==> config.mk <==
export PLATFORM = sky130hd
export DESIGN_NAME = pipeline_hazard_ctrl
export DESIGN_NICKNAME = d
export VERILOG_FILES = /design/src/rtl/pipeline_hazard_ctrl.sv
export SDC_FILE = /design/constraint.sdc
export NUM_CORES = 1
export LEC_CHECK = 0
export CORE_ASPECT_RATIO = 0.7
export CORE_MARGIN = 2
export CORE_UTILIZATION = 49
export DETAILED_ROUTE_END_ITERATION = 7
export PLACE_DENSITY = 0.83
export REMOVE_ABC_BUFFERS = 1
export SLEW_MARGIN = 15
export SYNTH_ARGS = -nofsm -noshare
export SYNTH_HDL_FRONTEND = slang
export SYNTH_SLANG_ARGS = --single-unit
==> constraint.sdc <==
create_clock -name clk -period 7.52 [get_ports clk]
set_clock_uncertainty 0.05 [all_clocks]
set_input_delay 1.504 -clock clk [delete_from_list [all_inputs] [get_ports clk]]
set_output_delay 1.504 -clock clk [all_outputs]
set_load 0.02 [all_outputs]
==> src/rtl/pipeline_hazard_ctrl.sv <==
// pipeline_hazard_ctrl: hazard, stall, flush and forwarding sequencer for a 5-stage RV32I pipeline.
// Tracks destination tags of the instructions in EX, MEM and WB. From those tags it drives the
// pipeline-register enables and flushes, and the EX operand forwarding selects.
// Ports:
//   clk, rst              clock (rising edge), asynchronous active-high reset
//   id_*                  decoded fields of the instruction in ID (valid, sources, dest, rf/mem ctl)
//   ex_redirect           EX instruction is a taken branch / JAL / JALR
//   dmem_ready            data memory completes the MEM-stage access this cycle
//   pc_en .. ex_mem_en    pipeline register load enables
//   *_flush               load a bubble into the named pipeline register
//   fwd_a_sel, fwd_b_sel  EX operand source: 00 RF, 01 EX/MEM, 10 MEM/WB
//   stalled               any stall condition active this cycle
// Build option: define FORWARDING_EN to enable forwarding; only load-use then stalls.
// Without it, any dependency on EX/MEM/WB stalls and both selects stay 00.
module pipeline_hazard_ctrl #(
  parameter int REG_ADDR_WIDTH = 5
) (
  input  logic                      clk,
  input  logic                      rst,
  input  logic                      id_valid,
  input  logic [REG_ADDR_WIDTH-1:0] id_rs1,
  input  logic [REG_ADDR_WIDTH-1:0] id_rs2,
  input  logic                      id_uses_rs1,
  input  logic                      id_uses_rs2,
  input  logic [REG_ADDR_WIDTH-1:0] id_rd,
  input  logic                      id_rf_write,
  input  logic                      id_mem_read,
  input  logic                      id_mem_write,
  input  logic                      ex_redirect,
  input  logic                      dmem_ready,
  output logic                      pc_en,
  output logic                      if_id_en,
  output logic                      id_ex_en,
  output logic                      ex_mem_en,
  output logic                      if_id_flush,
  output logic                      id_ex_flush,
  output logic                      mem_wb_flush,
  output logic [1:0]                fwd_a_sel,
  output logic [1:0]                fwd_b_sel,
  output logic                      stalled
);
`ifdef FORWARDING_EN
  localparam logic FWD = 1'b1;
`else
  localparam logic FWD = 1'b0;
`endif
  typedef enum logic [1:0] {BOOT, RUN, MEM_WAIT} state_t;
  typedef struct packed {
    logic                      valid;
    logic [REG_ADDR_WIDTH-1:0] rd, rs1, rs2;
    logic                      uses_rs1, uses_rs2, rf_write, mem_read, mem_access;
  } ex_tag_t;
  typedef struct packed {
    logic                      valid;
    logic [REG_ADDR_WIDTH-1:0] rd;
    logic                      rf_write, mem_read, mem_access;
  } mem_tag_t;
  typedef struct packed {
    logic                      valid;
    logic [REG_ADDR_WIDTH-1:0] rd;
    logic                      rf_write;
  } wb_tag_t;
  state_t   state;
  ex_tag_t  ex_tag;
  mem_tag_t mem_tag;
  wb_tag_t  wb_tag;
  logic boot, mem_stall, redirect, hazard, hold;
  function automatic logic hit(input logic v, w, input logic [REG_ADDR_WIDTH-1:0] rd, src);
    return v & w & (rd != '0) & (rd == src);
  endfunction
  // Producers an ID source must wait for: only an in-flight load when forwarding, else any writer.
  function automatic logic dep(input logic [REG_ADDR_WIDTH-1:0] src);
    return FWD ? hit(ex_tag.valid & ex_tag.mem_read, ex_tag.rf_write, ex_tag.rd, src)
               : hit(ex_tag.valid, ex_tag.rf_write, ex_tag.rd, src)
               | hit(mem_tag.valid, mem_tag.rf_write, mem_tag.rd, src)
               | hit(wb_tag.valid, wb_tag.rf_write, wb_tag.rd, src);
  endfunction
  // A load in MEM has no data yet, so it never forwards from EX/MEM.
  function automatic logic [1:0] sel(input logic [REG_ADDR_WIDTH-1:0] src, input logic uses);
    return !(FWD & ex_tag.valid & uses) ? 2'b00
         : hit(mem_tag.valid & ~mem_tag.mem_read, mem_tag.rf_write, mem_tag.rd, src) ? 2'b01
         : hit(wb_tag.valid, wb_tag.rf_write, wb_tag.rd, src) ? 2'b10 : 2'b00;
  endfunction
  always_comb begin
    boot         = state == BOOT;
    mem_stall    = mem_tag.valid & mem_tag.mem_access & ~dmem_ready;
    redirect     = ex_redirect & ex_tag.valid & ~mem_stall;
    hazard       = id_valid & ((id_uses_rs1 & dep(id_rs1)) | (id_uses_rs2 & dep(id_rs2)));
    hold         = hazard & ~redirect;
    pc_en        = ~boot & ~mem_stall & ~hold;
    if_id_en     = ~boot & ~mem_stall & ~hold;
    id_ex_en     = ~boot & ~mem_stall;
    ex_mem_en    = ~boot & ~mem_stall;
    if_id_flush  = boot | redirect;
    id_ex_flush  = boot | redirect | (hold & ~mem_stall);
    mem_wb_flush = boot | mem_stall;
    fwd_a_sel    = sel(ex_tag.rs1, ex_tag.uses_rs1);
    fwd_b_sel    = sel(ex_tag.rs2, ex_tag.uses_rs2);
    stalled      = boot | mem_stall | hold;
  end
  always_ff @(posedge clk or posedge rst) begin
    if (rst) begin
      state   <= BOOT;
      ex_tag  <= '0;
      mem_tag <= '0;
      wb_tag  <= '0;
    end else if (boot) begin
      state <= RUN;
    end else begin
      state  <= mem_stall ? MEM_WAIT : RUN;
      wb_tag <= mem_stall ? '0 : '{valid: mem_tag.valid, rd: mem_tag.rd, rf_write: mem_tag.rf_write};
      if (!mem_stall) begin
        mem_tag <= '{valid: ex_tag.valid, rd: ex_tag.rd, rf_write: ex_tag.rf_write,
                     mem_read: ex_tag.mem_read, mem_access: ex_tag.mem_access};
        ex_tag  <= (redirect | hazard | ~id_valid) ? '0
                 : '{valid: 1'b1, rd: id_rd, rs1: id_rs1, rs2: id_rs2, uses_rs1: id_uses_rs1,
                     uses_rs2: id_uses_rs2, rf_write: id_rf_write, mem_read: id_mem_read,
                     mem_access: id_mem_read | id_mem_write};
      end
    end
  end
endmodule

======== Word-level counts from Yosys, hierarchy flattened ========
Cells that the tools add are included.
word-level totals
  register bits after elaboration ......... 25
  word-level logic and storage cells ...... 68
  output and inout bits ................... 12
operators by class
  muxes and demuxes ....................... 4
  reductions and logical operators ........ 5
  bitwise logic cells ..................... 41
  equal/unequal tests ..................... 6
operators by type and width
  operator             number
  equality test 5 bit  6
  bitwise AND 1 bit    23
  2-to-1 mux 21 bit    1
  nonzero test 5 bit   3
  OR 1 bit             12
  2-to-1 mux 7 bit     1
  inverter 1 bit       6
  2-to-1 mux 2 bit     2
  logical NOT 2 bit    1
  AND reduction 2 bit  1

======== Depth between registers and ports, before layout ========
  depth in word-level cells ............... 11
  mapped depth ............................ 7
  mapped depth without buffers ............ 7

======== Least setup slack after synthesis ========
OpenSTA, ideal clock, no wires.
  kind .................................... input to output
  start point ............................. input port id_rs2[4]
  end point ............................... output port pc_en
  buffers on the path ..................... 1
  cell stages on the path ................. 7
  data arrival time ....................... 3.029 ns
  path slack .............................. 2.937 ns
  path through ............................ xnor2_1 -> nand3_1 -> nor4_1 -> o31a_1 -> or2_4 -> a31oi_1 -> buf_4
on the way
  longest elaborated chain between the ends .. 10
RTL lines
  item                   line  source
  start, declared        22    input logic [REG_ADDR_WIDTH-1:0] id_rs2,
  equality test 5 bit    69    return v & w & (rd != '0) & (rd == src);
  bitwise AND 1 bit      69
  OR 1 bit               75    | hit(mem_tag.valid, mem_tag.rf_write, mem_tag.rd, src)
  OR 1 bit (*)           76    | hit(wb_tag.valid, wb_tag.rf_write, wb_tag.rd, src);
  bitwise AND 1 bit (*)  88    hazard = id_valid & ((id_uses_rs1 & dep(id_rs1)) | (id_uses_rs2 & dep(id_rs2)));
  OR 1 bit (*)           88
  bitwise AND 1 bit (*)  88
  bitwise AND 1 bit (*)  89    hold = hazard & ~redirect;
  inverter 1 bit (*)     -
  bitwise AND 1 bit (*)  -
  end, declared          31    output logic pc_en,
Mark *: on every way between the ends. The rest lies on a longest branch, timed or not.

======== Worst setup path in the final report ========
  start point ............................. input port id_rs1[4]
  end point ............................... output port id_ex_flush
on the way
  longest elaborated chain between the ends .. 10
RTL lines
  item                   line  source
  start, declared        21    input logic [REG_ADDR_WIDTH-1:0] id_rs1,
  equality test 5 bit    69
  bitwise AND 1 bit      69
  OR 1 bit               75
  OR 1 bit (*)           76
  bitwise AND 1 bit (*)  88
  OR 1 bit (*)           88
  bitwise AND 1 bit (*)  88
  bitwise AND 1 bit (*)  89
  bitwise AND 1 bit (*)  95    id_ex_flush = boot | redirect | (hold & ~mem_stall);
  OR 1 bit (*)           95
  end, declared          36    output logic id_ex_flush,
Marks and branches as above.

==> results.yml <==
status:
  status: "finished, final reports clean"
logic_synthesis:
  synthesis.area_mm2: 0.00146
  async_reset_ff_share_pct: 100
  synth.distinct_cells: 24
  netlist_top_cells_count: "nand2_1 (38), dfrtp_1 (25), xnor2_1 (18)"
  synth_top_area_share_pct: 43.0
  synth.most_common_cell: "nand2_1"
  ys.flop_type: "dfrtp_1"
  ys_seq_area_share_pct: 43.0
  synth_edf_count: 0
  synth-seq-cells: 25
  post-synth-top-area-cell: "dfrtp_1"
  ys_warn_count: 0
  synth_cells: 157
  synth.area.top_cells: "dfrtp_1 (43%), xnor2_1 (11%), nand2_1 (9.8%), xor2_1 (7.2%), a22o_1 (4.2%)"
  avgSynthCellArea_um2: 9.28
timing:
  hold_ws_ps: 433
  fin_tns_setup_ps: 0
  fin_crit_ps: 5420
  slew-limit-headroom_pct: 38.7
  finalHoldViolCount: 0
  finalMaxSlewViolations: 0
  worst_slew_pin_slew_ps: 918
  setup_violations: 0
  rsz0062_at_grt: "false"
  fmaxAchievable_mhz: 184
  finalCritPeriodShare_pct: 72.1
layout:
  antennaDiodeCount: 0
  nNetsFinal: 213
  fillers: 226
  final_core_util_pct: 64.5
  syn_to_final_growth_pct: 25.1
  drive_gt1_share_pct: 5.88
clocking:
  cts_hold_buf: 0
  cts_setup_buffers: 0
  clkTransAtPathRegs_ps: 80
  htreeDepth: 1
  cts_tree: "yes"
  clk_latency_ps: 270
  cts_buffer_depth: 2
  cts_buffers: 3
  clock_sinks: 25
  cts_root_buf: "clkbuf_8"
  cts_resized: 0
routing:
  via_count: 1291
  drtPass1Iterations: 4
  wl_per_cell_um: 15.9
  drt_iter0_markers: 59
  drc: 0
  vias_per_cell: 5.79
  postRouteAntennaNets: 0
  wirelength_mm: 3.55
floorplanning:
  dieArea_mm2: 0.00343
  die_width_um: 69.2
  core_mm2: 0.00282
  ios: 37
  rows: 16
  start_util_pct: 51.6
  fp.dieH_um: 49.6
pwr:
  power.switching_uw: 219
  p_per_area_mw_per_mm2: 297
  peakVddDrop_mv: 0.169
  p_int_uw: 323
  p_seq_share_pct: 44.7
  switching_share_pct: 40.4
  p_clk_share_pct: 14.9
  comb_power_share_pct: 40.4
  leakage_nw: 0.788
flow_run:
  max_cap_viol_count: 0
global_routing:
  grt_max_degree: 26
  grt_first_pass_wirelength_mm: 6.09
  grt_pass1_vias: 1314
  antenna_found_initial: 0
  grt_util_all_layers_pct: 22.7
  overflow: 0
worst_setup_path:
  crit_path_start_kind: "input pin"
  critPathKind: "input pin to output port"
  timing.critical_path.required_ps: 5970
  crit_fanout: 3
  cp-end-kind: "output port"
  arrival_ps: 3870
placed_design:
  portBuffers: 32
  place_hpwl_mm: 2.69
  place_congestion: 0.978
worst_hold_path:
  hold_class: "flop to flop"
[metrics by stage]
step	std cells	area (um^2)	worst slack (ps)	power, mW
CTS	223	1820	2110	0.544
global placement	219	1780	2190	0.451
detailed placement	219	1780	2120	0.462
global route	223	1820	1970	0.578
floorplan	151	1410	2900	0.374
finish	223	1820	2100	0.542
[cell usage in the layout (no fill, tap or decap)]
| cell | netlist | final |
|---|---|---|
| or4_1 | 3 | 3 |
| nor4_1 | 6 | 6 |
| clkbuf_1 | 3 | 1 |
| clkbuf_8 | 0 | 3 |
| clkinv_1 | 1 | 1 |
| a22o_1 | 7 | 7 |
| dfrtp_1 | 25 | 25 |
| o31a_1 | 2 | 2 |
| nor3_4 | 1 | 1 |
| nor2_1 | 4 | 4 |
| a31o_1 | 2 | 2 |
| clkdlybuf4s50_1 | 0 | 32 |
| nand3_1 | 8 | 8 |
| conb_1 | 1 | 4 |
| or2_4 | 1 | 1 |
| o21ai_2 | 1 | 1 |
| o21ai_0 | 9 | 9 |
| inv_1 | 2 | 2 |
| a21o_1 | 1 | 1 |
| or2_2 | 2 | 2 |
| a31oi_1 | 1 | 1 |
| nand2_1 | 38 | 38 |
| o211ai_2 | 3 | 3 |
| xnor2_1 | 18 | 18 |
| xor2_1 | 12 | 12 |
[cell families after synthesis]
group	after synthesis	synth area share, %
and+or+nand+nor	63	20.3
other	1	0.257
buffers and inverters	12	4.64
AOI/OAI and AO/OA	26	13.8
DFF	25	43.0
xor gates and xnor gates	30	18.0
[registers in the layout (all words and copies together) (netlist names)]
register / flops
wb_tag: 7
state: 2
ex_tag: 8
mem_tag: 8
[power groups by stage]
stage	clock network, mW	logic [mW]	registers (mW)
floorplan	0	0.150	0.225
global placement	0	0.209	0.242
detailed placement	0	0.218	0.244
CTS	0.0827	0.220	0.241
global route	0.0878	0.242	0.249
finish	0.0808	0.219	0.242
[path summary, 6_finish.rpt]
check | from | end | slack [ps] | depth (start not counted)
min | mem_tag[0] | mem_tag[0] | 430 | 2
min in group asynchronous | rst | wb_tag[0] | 1680 | 2
max | id_rs1[4] | id_ex_flush | 2100 | 8
max in group asynchronous | rst | ex_tag[20] | 5180 | 2
min reg2reg | mem_tag[0] | mem_tag[0] | 430 | 2
max reg2reg | mem_tag[8] | ex_tag[16] | 5070 | 7
[area by class of cell]
| cell class | count | area (um^2) | share of cell area [%] |
|---|---|---|---|
| clock buffers | 4 | 45.0 | 2.47 |
| inverters | 3 | 11.3 | 0.618 |
| well taps | 36 | 45.0 | 2.47 |
| flip-flops and latches | 25 | 626 | 34.3 |
| repair buffers | 32 | 320 | 17.6 |
| multi-input cells | 123 | 774 | 42.5 |
[critical path, stage by stage]
cell             delay, ps
clkdlybuf4s50_1        580
xnor2_1                160
nand3_1                120
nor4_1                 280
o31a_1                 300
or2_4                  160
a31o_1                 150
clkdlybuf4s50_1        610
[layer usage]
| layer | vias to the layer above | share of wire, % | global-route usage (%) |
|---|---|---|---|
| li1 | 592 | - | - |
| met1 | 630 | 44 | 29.4 |
| met2 | 59 | 46 | 36.2 |
| met3 | 10 | 7.3 | 6.34 |
| met4 | 0 | 2.0 | 9.48 |
| met5 | - | 0 | 0 |
Power figures use the tool's default switching activity.
